**config.mk**
```make
export PLATFORM = sky130hd
export DESIGN_NAME = axis_probe_arbiter
export DESIGN_NICKNAME = d
export VERILOG_FILES = /design/src/rtl/axis_probe_pkg.sv /design/src/rtl/rr_arbiter.sv /design/src/rtl/axis_probe_arbiter.sv
export SDC_FILE = /design/constraint.sdc
export NUM_CORES = 1
export LEC_CHECK = 0
export BUFFER_PORTS_ARGS = -buffer_cell sky130_fd_sc_hd__buf_2
export CAP_MARGIN = 20
export CORE_AREA = 2 2 414 416
export CTS_CLUSTER_DIAMETER = 30
export DETAILED_ROUTE_END_ITERATION = 6
export DIE_AREA = 0 0 416 418
export PLACE_DENSITY_LB_ADDON = 0.05
export SLEW_MARGIN = 10
export SYNTH_ARGS = -nofsm -noshare
export SYNTH_HDL_FRONTEND = slang
export SYNTH_SLANG_ARGS = --single-unit
```
**constraint.sdc**
```tcl
create_clock -name s_axis_aclk -period 2.4 [get_ports s_axis_aclk]
set_clock_uncertainty 0.2 [all_clocks]
set_input_delay 0.48 -clock s_axis_aclk [delete_from_list [all_inputs] [get_ports s_axis_aclk]]
set_output_delay 0.48 -clock s_axis_aclk [all_outputs]
set_load 0.01 [all_outputs]
```
**src/rtl/axis_probe_pkg.sv**
```systemverilog
`default_nettype none
// ============================================================================
//  Module      : axis_probe_pkg
//  Description : Shared types, defaults and width helpers for the AXI-Stream
//                probe arbiter and its round-robin sub-block.
//  Revision    : 1.0 - initial release
// ============================================================================
package axis_probe_pkg;

  // Defaults shared with the probe capture block
  localparam int c_default_data_width = 128;
  localparam int c_default_req_num    = 4;
  localparam int c_default_timeout    = 1024;

  // Grant-id width: at least one bit even for degenerate requester counts
  function automatic int grant_width(input int n);
    return (n > 1) ? $clog2(n) : 1;
  endfunction

  // Timeout counter must be able to hold TIMEOUT_CYCLES itself (saturating)
  function automatic int cnt_width(input int t);
    return $clog2(t + 1);
  endfunction

  localparam int c_grant_w   = grant_width(c_default_req_num);
  localparam int c_tmo_cnt_w = cnt_width(c_default_timeout);

  typedef enum logic [1:0] {
    IDLE     = 2'd0,
    FWD      = 2'd1,
    WAIT_RSP = 2'd2,
    CHK      = 2'd3
  } arb_state_e;

endpackage : axis_probe_pkg
`default_nettype wire

```
**src/rtl/rr_arbiter.sv**
```systemverilog
`default_nettype none
// ============================================================================
//  Module      : rr_arbiter
//  Description : Combinational round-robin arbiter. Rotates the request
//                vector so the slot after last_ptr sits at bit 0, picks the
//                lowest set bit, then rotates the index back.
//  Revision    : 1.0 - initial release
// ============================================================================
module rr_arbiter
  import axis_probe_pkg::*;
#(
  parameter int N = 4,
  localparam int c_pw = grant_width(N)
) (
  input  logic [N-1:0]    req,
  input  logic [c_pw-1:0] last_ptr,
  output logic            valid,
  output logic [c_pw-1:0] winner
);

  localparam int              c_sw = c_pw + 1;
  localparam logic [c_sw-1:0] c_n  = c_sw'(N);

  logic [c_sw-1:0]  w_shift;
  logic [c_sw-1:0]  w_sum;
  logic [2*N-1:0]   w_dbl;
  logic [N-1:0]     w_rot;
  logic [c_pw-1:0]  w_enc;

  // Rotate, priority-encode lowest set bit, unrotate modulo N
  always_comb begin
    w_shift = {1'b0, last_ptr} + c_sw'(1);
    w_dbl   = {req, req} >> w_shift;
    w_rot   = w_dbl[N-1:0];
    w_enc   = '0;
    for (int i = N - 1; i >= 0; i--) begin
      if (w_rot[i]) w_enc = c_pw'(i);
    end
    w_sum = {1'b0, w_enc} + w_shift;
    if (w_sum >= c_n) w_sum = w_sum - c_n;
    valid  = |req;
    winner = w_sum[c_pw-1:0];
  end

endmodule : rr_arbiter
`default_nettype wire

```
**src/rtl/axis_probe_arbiter.sv**
```systemverilog
`default_nettype none
// ============================================================================
//  Module      : axis_probe_arbiter
//  Description : Shares one AXI-Stream probe between REQ_NUM host channels
//                with packet-level round-robin. The grant is held from the
//                request packet through the matching response tlast, with a
//                response timeout and sticky per-requester error flags.
//  Revision    : 1.0 - initial release
// ============================================================================
module axis_probe_arbiter
  import axis_probe_pkg::*;
#(
  parameter int C_DATA_WIDTH   = c_default_data_width,
  parameter int REQ_NUM        = c_default_req_num,
  parameter int TIMEOUT_CYCLES = c_default_timeout
) (
  input  logic                              s_axis_aclk,
  input  logic                              s_axis_areset,
  // requester request streams
  input  logic [REQ_NUM-1:0]                req_s_axis_tvalid,
  output logic [REQ_NUM-1:0]                req_s_axis_tready,
  input  logic [REQ_NUM-1:0]                req_s_axis_tlast,
  input  logic [REQ_NUM*C_DATA_WIDTH-1:0]   req_s_axis_tdata,
  input  logic [REQ_NUM*C_DATA_WIDTH/8-1:0] req_s_axis_tkeep,
  // requester response streams (payload broadcast)
  output logic [REQ_NUM-1:0]                rsp_m_axis_tvalid,
  input  logic [REQ_NUM-1:0]                rsp_m_axis_tready,
  output logic [C_DATA_WIDTH-1:0]           rsp_m_axis_tdata,
  output logic [C_DATA_WIDTH/8-1:0]         rsp_m_axis_tkeep,
  output logic                              rsp_m_axis_tlast,
  // stream into the probe
  output logic                              prb_m_axis_tvalid,
  input  logic                              prb_m_axis_tready,
  output logic [C_DATA_WIDTH-1:0]           prb_m_axis_tdata,
  output logic [C_DATA_WIDTH/8-1:0]         prb_m_axis_tkeep,
  output logic                              prb_m_axis_tlast,
  // stream from the probe
  input  logic                              prb_s_axis_tvalid,
  output logic                              prb_s_axis_tready,
  input  logic [C_DATA_WIDTH-1:0]           prb_s_axis_tdata,
  input  logic [C_DATA_WIDTH/8-1:0]         prb_s_axis_tkeep,
  input  logic                              prb_s_axis_tlast,
  // status
  input  logic                              prb_bad_packet,
  input  logic                              err_clear,
  output logic [grant_width(REQ_NUM)-1:0]   grant_id,
  output logic                              busy,
  output logic [REQ_NUM-1:0]                bad_pkt_err,
  output logic [REQ_NUM-1:0]                timeout_err,
  output logic                              stray_rsp
);

  localparam int              c_gw       = grant_width(REQ_NUM);
  localparam int              c_cw       = cnt_width(TIMEOUT_CYCLES);
  localparam int              c_kw       = C_DATA_WIDTH / 8;
  localparam logic [c_cw-1:0] c_tmo_last = c_cw'(TIMEOUT_CYCLES - 1);

  arb_state_e          r_state;
  arb_state_e          w_next_state;
  logic [c_gw-1:0]     r_rr_ptr;
  logic [c_gw-1:0]     r_grant_id;
  logic [c_cw-1:0]     r_cnt;
  logic [REQ_NUM-1:0]  r_bad_pkt_err;
  logic [REQ_NUM-1:0]  r_timeout_err;
  logic                r_stray_rsp;

  logic                w_arb_valid;
  logic [c_gw-1:0]     w_arb_winner;
  logic [REQ_NUM-1:0]  w_gnt_onehot;
  logic                w_rsp_hs;
  logic                w_timeout;
  logic                w_stray;

  rr_arbiter #(
    .N (REQ_NUM)
  ) u_rr_arbiter (
    .req      (req_s_axis_tvalid),
    .last_ptr (r_rr_ptr),
    .valid    (w_arb_valid),
    .winner   (w_arb_winner)
  );

  // Payload paths are pure passthrough; only the handshakes are steered
  assign prb_m_axis_tdata = req_s_axis_tdata[r_grant_id*C_DATA_WIDTH +: C_DATA_WIDTH];
  assign prb_m_axis_tkeep = req_s_axis_tkeep[r_grant_id*c_kw +: c_kw];
  assign prb_m_axis_tlast = req_s_axis_tlast[r_grant_id];
  assign rsp_m_axis_tdata = prb_s_axis_tdata;
  assign rsp_m_axis_tkeep = prb_s_axis_tkeep;
  assign rsp_m_axis_tlast = prb_s_axis_tlast;

  assign grant_id    = r_grant_id;
  assign busy        = (r_state != IDLE);
  assign bad_pkt_err = r_bad_pkt_err;
  assign timeout_err = r_timeout_err;
  assign stray_rsp   = r_stray_rsp;

  // Next-state and handshake steering; every valid/ready is forced low in reset
  always_comb begin
    w_next_state      = r_state;
    req_s_axis_tready = '0;
    rsp_m_axis_tvalid = '0;
    prb_m_axis_tvalid = 1'b0;
    prb_s_axis_tready = 1'b0;
    w_gnt_onehot      = '0;
    w_gnt_onehot[r_grant_id] = 1'b1;
    w_rsp_hs          = 1'b0;
    w_timeout         = 1'b0;
    w_stray           = 1'b0;
    case (r_state)
      IDLE: begin
        // drain anything the probe sends when nobody owns it
        prb_s_axis_tready = 1'b1;
        w_stray           = prb_s_axis_tvalid;
        if (w_arb_valid) w_next_state = FWD;
      end
      FWD: begin
        prb_m_axis_tvalid             = req_s_axis_tvalid[r_grant_id];
        req_s_axis_tready[r_grant_id] = prb_m_axis_tready;
        if (req_s_axis_tvalid[r_grant_id] && prb_m_axis_tready &&
            req_s_axis_tlast[r_grant_id])
          w_next_state = CHK;
      end
      CHK: begin
        w_next_state = WAIT_RSP;
      end
      WAIT_RSP: begin
        rsp_m_axis_tvalid[r_grant_id] = prb_s_axis_tvalid;
        prb_s_axis_tready             = rsp_m_axis_tready[r_grant_id];
        w_rsp_hs = prb_s_axis_tvalid & rsp_m_axis_tready[r_grant_id];
        if (w_rsp_hs && prb_s_axis_tlast) begin
          w_next_state = IDLE;
        end else if (!w_rsp_hs && (r_cnt == c_tmo_last)) begin
          w_timeout    = 1'b1;
          w_next_state = IDLE;
        end
      end
      default: w_next_state = IDLE;
    endcase
    if (s_axis_areset) begin
      req_s_axis_tready = '0;
      rsp_m_axis_tvalid = '0;
      prb_m_axis_tvalid = 1'b0;
      prb_s_axis_tready = 1'b0;
      w_stray           = 1'b0;
    end
  end

  // State register, grant capture and round-robin pointer update
  always_ff @(posedge s_axis_aclk) begin
    if (s_axis_areset) begin
      r_state    <= IDLE;
      r_rr_ptr   <= c_gw'(REQ_NUM - 1);
      r_grant_id <= '0;
    end else begin
      r_state <= w_next_state;
      if ((r_state == IDLE) && w_arb_valid) begin
        r_grant_id <= w_arb_winner;
        r_rr_ptr   <= w_arb_winner;
      end
    end
  end

  // Response timeout counter: cleared outside WAIT_RSP and on every beat, saturating
  always_ff @(posedge s_axis_aclk) begin
    if (s_axis_areset) begin
      r_cnt <= '0;
    end else if ((r_state != WAIT_RSP) || w_rsp_hs) begin
      r_cnt <= '0;
    end else if (r_cnt != '1) begin
      r_cnt <= r_cnt + c_cw'(1);
    end
  end

  // Sticky error flags; a new set wins over a simultaneous clear
  always_ff @(posedge s_axis_aclk) begin
    if (s_axis_areset) begin
      r_bad_pkt_err <= '0;
      r_timeout_err <= '0;
      r_stray_rsp   <= 1'b0;
    end else begin
      r_bad_pkt_err <= (r_bad_pkt_err & ~{REQ_NUM{err_clear}}) |
                       (((r_state == CHK) && prb_bad_packet) ? w_gnt_onehot : '0);
      r_timeout_err <= (r_timeout_err & ~{REQ_NUM{err_clear}}) |
                       (w_timeout ? w_gnt_onehot : '0);
      r_stray_rsp   <= (r_stray_rsp & ~err_clear) | w_stray;
    end
  end

endmodule : axis_probe_arbiter
`default_nettype wire

```
==> impl_metrics.tcl, run 1 <==
set metrics [dict create \
    synth_cell_types 48 \
    drc 0 \
    reg2reg_slack_ps 230 \
    fin_util 0.0765 \
    slew_violations 0 \
    synth-seq-cells 26 \
    hold_start "timeout_err[1]" \
    drive_gt1_frac 0.870 \
    internal-power_w 0.00377 \
    switching_power_w 0.00264 \
    grt_pass1_wl_um 86300 \
    vias 7518 \
    path_class "register to output pin" \
    clock_tree.root_cell "clkbuf_16" \
    power.density_mw_per_mm2 495 \
    status "finished, violations left" \
    fin_total_pwr_w 0.00641 \
    worstHoldPathType "register to register" \
    grt_usage 0.0748 \
    relSlewSlack 0.654 \
    clk_latency_ps 270 \
    start_util 0.0352 \
    drt_first_pass_iters 4 \
    numPortBuffers 762 \
    r2r_cells 8 \
    ant_nets 0 \
    peakVddDrop_uv 260 \
    core_mm2 0.169 \
    clkPwrFrac 0.075 \
    synthCells 498 \
    worstReg2RegEnd "grant_id[1]" \
    endpoint "prb_m_axis_tdata[7]" \
    syn_area_per_cell_um2 11.9 \
    synth_area_mm2 0.00595 \
    fmax_mhz 396 \
    syn-num-nets 1239 \
    place_congestion 0.891 \
    die_width_um 416 \
    drt_iter0_markers 279 \
    clk_pin_slew_worst_paths_ps 80 \
    ys_warn_count 0 \
    die_y_um 418 \
    overflow 0 \
    violations "setup timing" \
    final.setup.worst_slack_ps -124 \
    htree_num_levels 1 \
    worst-endpoint-arrival_ps 1840 \
    fin_nets 1896 \
    pwr-share-comb 0.848 \
    io_pins 1051 \
    tritoncts "built" \
    worst_pin_slew_ps 516 \
    dieArea_mm2 0.174 \
    reg2reg_from "r_rr_ptr[0]" \
    cts_made_buffers 3 \
    p_leak_nw 5.05 \
    cp.required_ps 1720 \
    rows 151 \
    path_cells "buf_12 > bufbuf_16 > mux4_2 > buf_2" \
    post-route-period-util 1.05 \
    end_kind "output pin" \
    synthArstFlopShare 0 \
    critical_path.slowest_cell "mux4_2" \
    clockBufferDepth 2 \
    antenna_found_initial 39 \
    maxCapViolCount 0 \
    hpwl_um 63300 \
    area_growth_syn_to_layout_pct 118 \
    ys_seq_area_frac 0.0875 \
    holdBufCountCts 0 \
    vias_per_cell 2.22 \
    routed_wl_um 70500 \
    p_sw_frac 0.412 \
    cpPeakStageDelay_ps 490 \
    hold_viol_final 0 \
    rsz0062_at_grt "yes" \
    wl_per_cell_um 20.9 \
    synth-edff-count 0 \
    min_period_ps 2520 \
    setup_viol 130 \
    critPathMaxFanout 10 \
    cts.sinks 26 \
    critical_path.startpoint "grant_id[0]" \
    grt_start_max_net_pins 26 \
    startpoint_type "register" \
    seqPwrFrac 0.078 \
    yosys_most_used_dff "dfxtp_1" \
    grt_pass1_vias 8286 \
]
==> synth_stat cells (6+ instances only) <==
cell,instances,share of area
nand3_1,10,0.0084
nand2_1,17,0.011
clkbuf_1,15,0.0095
buf_4,154,0.19
mux4_2,147,0.56
inv_1,6,0.0038
buf_2,13,0.011
nor2_1,30,0.019
a21oi_1,7,0.0059
dfxtp_1,26,0.088
o21ai_1,6,0.0050
==> power by group through the flow <==
stage | Combinational, W | Sequential, W | Clock [W]
2_1_floorplan | 0.00255 | 0.000483 | 0
3_5_place_dp | 0.00459 | 0.000517 | 0
5_1_grt | 0.00583 | 0.000504 | 0.000532
6_report | 0.00543 | 0.000498 | 0.000478
3_3_place_gp | 0.00464 | 0.000520 | 0
4_1_cts | 0.00528 | 0.000501 | 0.000524
==> flip-flops by register name (all words and copies together) (netlist names) <==
| name | count |
|---|---|
| grant_id | 2 |
| bad_pkt_err | 4 |
| timeout_err | 4 |
| stray_rsp | 1 |
| r_cnt | 11 |
| r_rr_ptr | 2 |
| r_state | 2 |
==> cell type report <==
type,count,area [um^2]
Multi-Input combinational cell,279,4110
Inverter,6,22.5
Tap cell,2218,2780
Clock buffer,4,100
Fill cell,19746,156000
Sequential cell,26,529
Antenna cell,7,17.5
Timing Repair Buffer,839,5390
==> repair_timing <==
item,CTS,global route
setup endpoints to repair,129,146
hold endpoints to repair,0,0
resized for setup,73,60
buffers inserted,9,10
cloned,7,2
==> stage by stage <==
step                worst slack (ps)  hold slack (ps)  setup TNS (ps)  instance area, um^2  cells
floorplan                        111              259               0                 5950    498
global placement                -169              240            -317                11800   3341
global route                    -199              291          -20940                12900   3376
detailed placement             -29.3              244           -29.3                11800   3341
finish                          -124              249           -8640                12900   3379
CTS                             -212              258          -17140                12500   3361
==> layout by cell type, fill, tap and decap left out, types with 5 or more instances in the layout <==
cell       Yosys  layout
diode_2        0       7
buf_16         0       7
o21ai_1        6       6
xnor2_1        5       5
nor3_1         5       5
clkbuf_16      0       6
inv_1          6       6
buf_8          0       6
nand3_1       10      10
buf_6          1      74
dfxtp_1       26      23
a21oi_1        7       7
o21ai_0        5       5
buf_4        154      39
buf_2         13     689
nor2_1        30      30
mux4_2       147     147
nand2_1       17      17
buf_12         0      19
==> kinds of logic after synthesis <==
kind of cell / after synthesis / share of synthesized area
compound gates: 34 / 0.0419
xor+xnor: 8 / 0.0118
fa+ha+maj: 2 / 0.00421
buf+inv: 193 / 0.223
flops: 26 / 0.0875
mux: 149 / 0.560
simple gates: 86 / 0.0715
==> critical path: cells and delay by family, from the launching register on <==
kind / cells / cell delay (ps)
DFF: 1 / 380
muxes: 1 / 490
buffers and inverters: 3 / 660
==> routing by layer <==
layer,wire (um),global-route usage,part of all wire
met5,314,0.00528,0.0045
met3,9260,0.0449,0.13
met2,37400,0.139,0.53
met4,2580,0.0227,0.037
met1,20900,0.0665,0.30
==> worst min path at each step <==
stage,depth (start not counted),end,slack [ps]
after floorplan,2,r_cnt[1],260
after global placement,2,timeout_err[3],240
after detailed placement,2,bad_pkt_err[3],240
after CTS,2,timeout_err[1],260
after global routing,2,bad_pkt_err[1],290
final,2,timeout_err[1],250
Note: power is estimated with default switching activity, not from simulation.
==> run 2, diff against run 1 <==
--- a/config.mk
+++ b/config.mk
@@ -7,10 +7,10 @@
 export LEC_CHECK = 0
 export BUFFER_PORTS_ARGS = -buffer_cell sky130_fd_sc_hd__buf_2
 export CAP_MARGIN = 20
-export CORE_AREA = 2 2 414 416
+export CORE_AREA = 4 4 404 406
 export CTS_CLUSTER_DIAMETER = 30
 export DETAILED_ROUTE_END_ITERATION = 6
-export DIE_AREA = 0 0 416 418
+export DIE_AREA = 0 0 408 410
 export PLACE_DENSITY_LB_ADDON = 0.05
 export SLEW_MARGIN = 10
 export SYNTH_ARGS = -nofsm -noshare
==> run 2 against run 1 <==
Against the previous run: critical path type unchanged; final cell count decreased by 3.0%; sequential power about the same; the flow still finishes with violations (setup timing); via count increased by 4.5%; routed wire length increased by 11%; first-iteration DRC count increased by 38%; largest power group unchanged; hold slack improved by 10 ps; global-route usage increased by 1.2 points; highest routed layer unchanged; total power decreased by 5.0%; fmax decreased by 2.4%; sequential cell count unchanged.
==> impl_metrics.tcl, run 2 (synthesized netlist as in run 1, its figures left out) <==
set metrics [dict create \
    cts_made_buffers 3 \
    drc 0 \
    hold_viol_final 0 \
    tns_ps -15760 \
    place_inst 3215 \
    slew_violations 0 \
    place_congestion 0.867 \
    worstHoldPathType "register to register" \
    p_leak_nw 4.91 \
    wl_per_cell_um 23.9 \
    overflow 0 \
    instances_no_fill 3276 \
    start_util 0.0372 \
    hold_path_end "timeout_err[3]" \
    holdPathStages 2 \
    r2r_cells 7 \
    maxCapViolCount 0 \
    met1_usage 0.0893 \
    startpoint_type "register" \
    htree_num_levels 1 \
    power.density_mw_per_mm2 489 \
    final_cell_mix "729 x buf_2, 147 x mux4_2, 48 x buf_4" \
    dieArea_mm2 0.167 \
    drt_first_pass_iters 5 \
    drt_iter0_markers 384 \
    final_common_cell "buf_2" \
    rsz0062_at_grt "yes" \
    post-route-period-util 1.08 \
    vias_per_cell 2.40 \
    end_kind "output pin" \
    reg2reg_slack_ps 130 \
    numPortBuffers 762 \
    die_width_um 408 \
    hold_start "timeout_err[3]" \
    grt_usage 0.0870 \
    area_growth_syn_to_layout_pct 109 \
    final.setup.worst_slack_ps -185 \
    routed_wl_um 78300 \
    clockBufferDepth 2 \
    num-fill-cells 18733 \
    worst_pin_slew_ps 1240 \
    critPathMaxFanout 12 \
    clk_latency_ps 290 \
    core_mm2 0.160 \
    fin_util 0.0779 \
    peakVddDrop_uv 296 \
    hpwl_um 71900 \
    grt_pass1_vias 8280 \
    min_period_ps 2590 \
    largest-register "r_cnt" \
    die_y_um 410 \
    tritoncts "built" \
    io_pins 1051 \
    fin_nets 1896 \
    antenna_found_initial 98 \
    clock_tree.root_cell "clkbuf_16" \
    clk_pin_slew_worst_paths_ps 90 \
    critical_path.startpoint "grant_id[0]" \
    vias 7854 \
    holdBufCountCts 0 \
    worstReg2RegEnd "timeout_err[0]" \
    grt_start_max_net_pins 29 \
    drive_gt1_frac 0.873 \
    status "finished, violations left" \
    reg2reg_from "grant_id[0]" \
    holdWs_ps 259 \
    ant_nets 0 \
    path_class "register to output pin" \
    relSlewSlack 0.163 \
    busiest_layer "met2" \
    setup_viol 144 \
    cts.sinks 26 \
    largest_register_ffs 11 \
    gr-usage-met2 0.151 \
    worst-endpoint-arrival_ps 1910 \
    grt_pass1_wl_um 95700 \
    rows 147 \
    fmax_mhz 387 \
    grt.met3_usage 0.0523 \
    cp.required_ps 1720 \
    violations "setup timing" \
]
-- run 2: changes by cell type in the layout (fill, tap and decap cells not counted), moves of 3 or more --
cell       delta
buf_12        -8
buf_2        +40
buf_4         +9
buf_6        -34
buf_8         -6
bufbuf_16     -3
diode_2      +29
-- run 2: cell type report --
class | count | area, um^2 | share of cell area
inverters | 6 | 22.5 | 0.00181
diodes | 36 | 90.1 | 0.00724
clock buffers | 4 | 100 | 0.00804
flip-flops and latches | 26 | 529 | 0.0425
multi-input cells | 279 | 4120 | 0.331
repair buffers | 839 | 4970 | 0.400
well taps | 2086 | 2610 | 0.210
-- run 2: layer usage --
layer	up-vias	share of wire
met1	3694	0.35
met3	197	0.13
li1	3224	-
met2	713	0.49
met4	26	0.026
met5	-	0.0093
-- run 2: timing repair --
action,CTS,global route
setup buffers,6,9
cloned,2,4
pin swaps,1,4
endpoints found under the hold margin,0,0
resized for setup,49,23
setup endpoints to repair,143,156
-- run 2: worst max-delay path by stage --
| stage | end | slack, ps | cells after the start |
|---|---|---|---|
| floorplan | prb_m_axis_tdata[100] | 110 | 4 |
| global placement | r_rr_ptr[1] | -240 | 9 |
| global route | prb_m_axis_tdata[54] | -260 | 5 |
| finish | prb_m_axis_tdata[81] | -190 | 5 |
| detailed placement | grant_id[1] | -200 | 9 |
| CTS | prb_m_axis_tdata[0] | -230 | 4 |
-- run 2: metrics by stage --
stage | worst slack, ps | power [W] | area, um^2
2_1_floorplan | 111 | 0.00303 | 5950
6_report | -185 | 0.00608 | 12400
5_1_grt | -260 | 0.00654 | 12400
3_3_place_gp | -236 | 0.00527 | 11700
3_5_place_dp | -200 | 0.00520 | 11700
4_1_cts | -230 | 0.00607 | 12100
-- run 2: critical path, stage by stage, from the launching register on --
cell and delay (ps):
dfxtp_4 390, buf_12 170, buf_4 160, buf_16 140, mux4_2 530, buf_2 180
-- run 2: where the power goes --
part           switching (W)  leakage, nW  internal (W)
Clock               0.000216       0.0495      0.000293
Sequential         0.0000371        0.212      0.000459
Combinational        0.00242         4.65       0.00266
Total                0.00267         4.91       0.00341
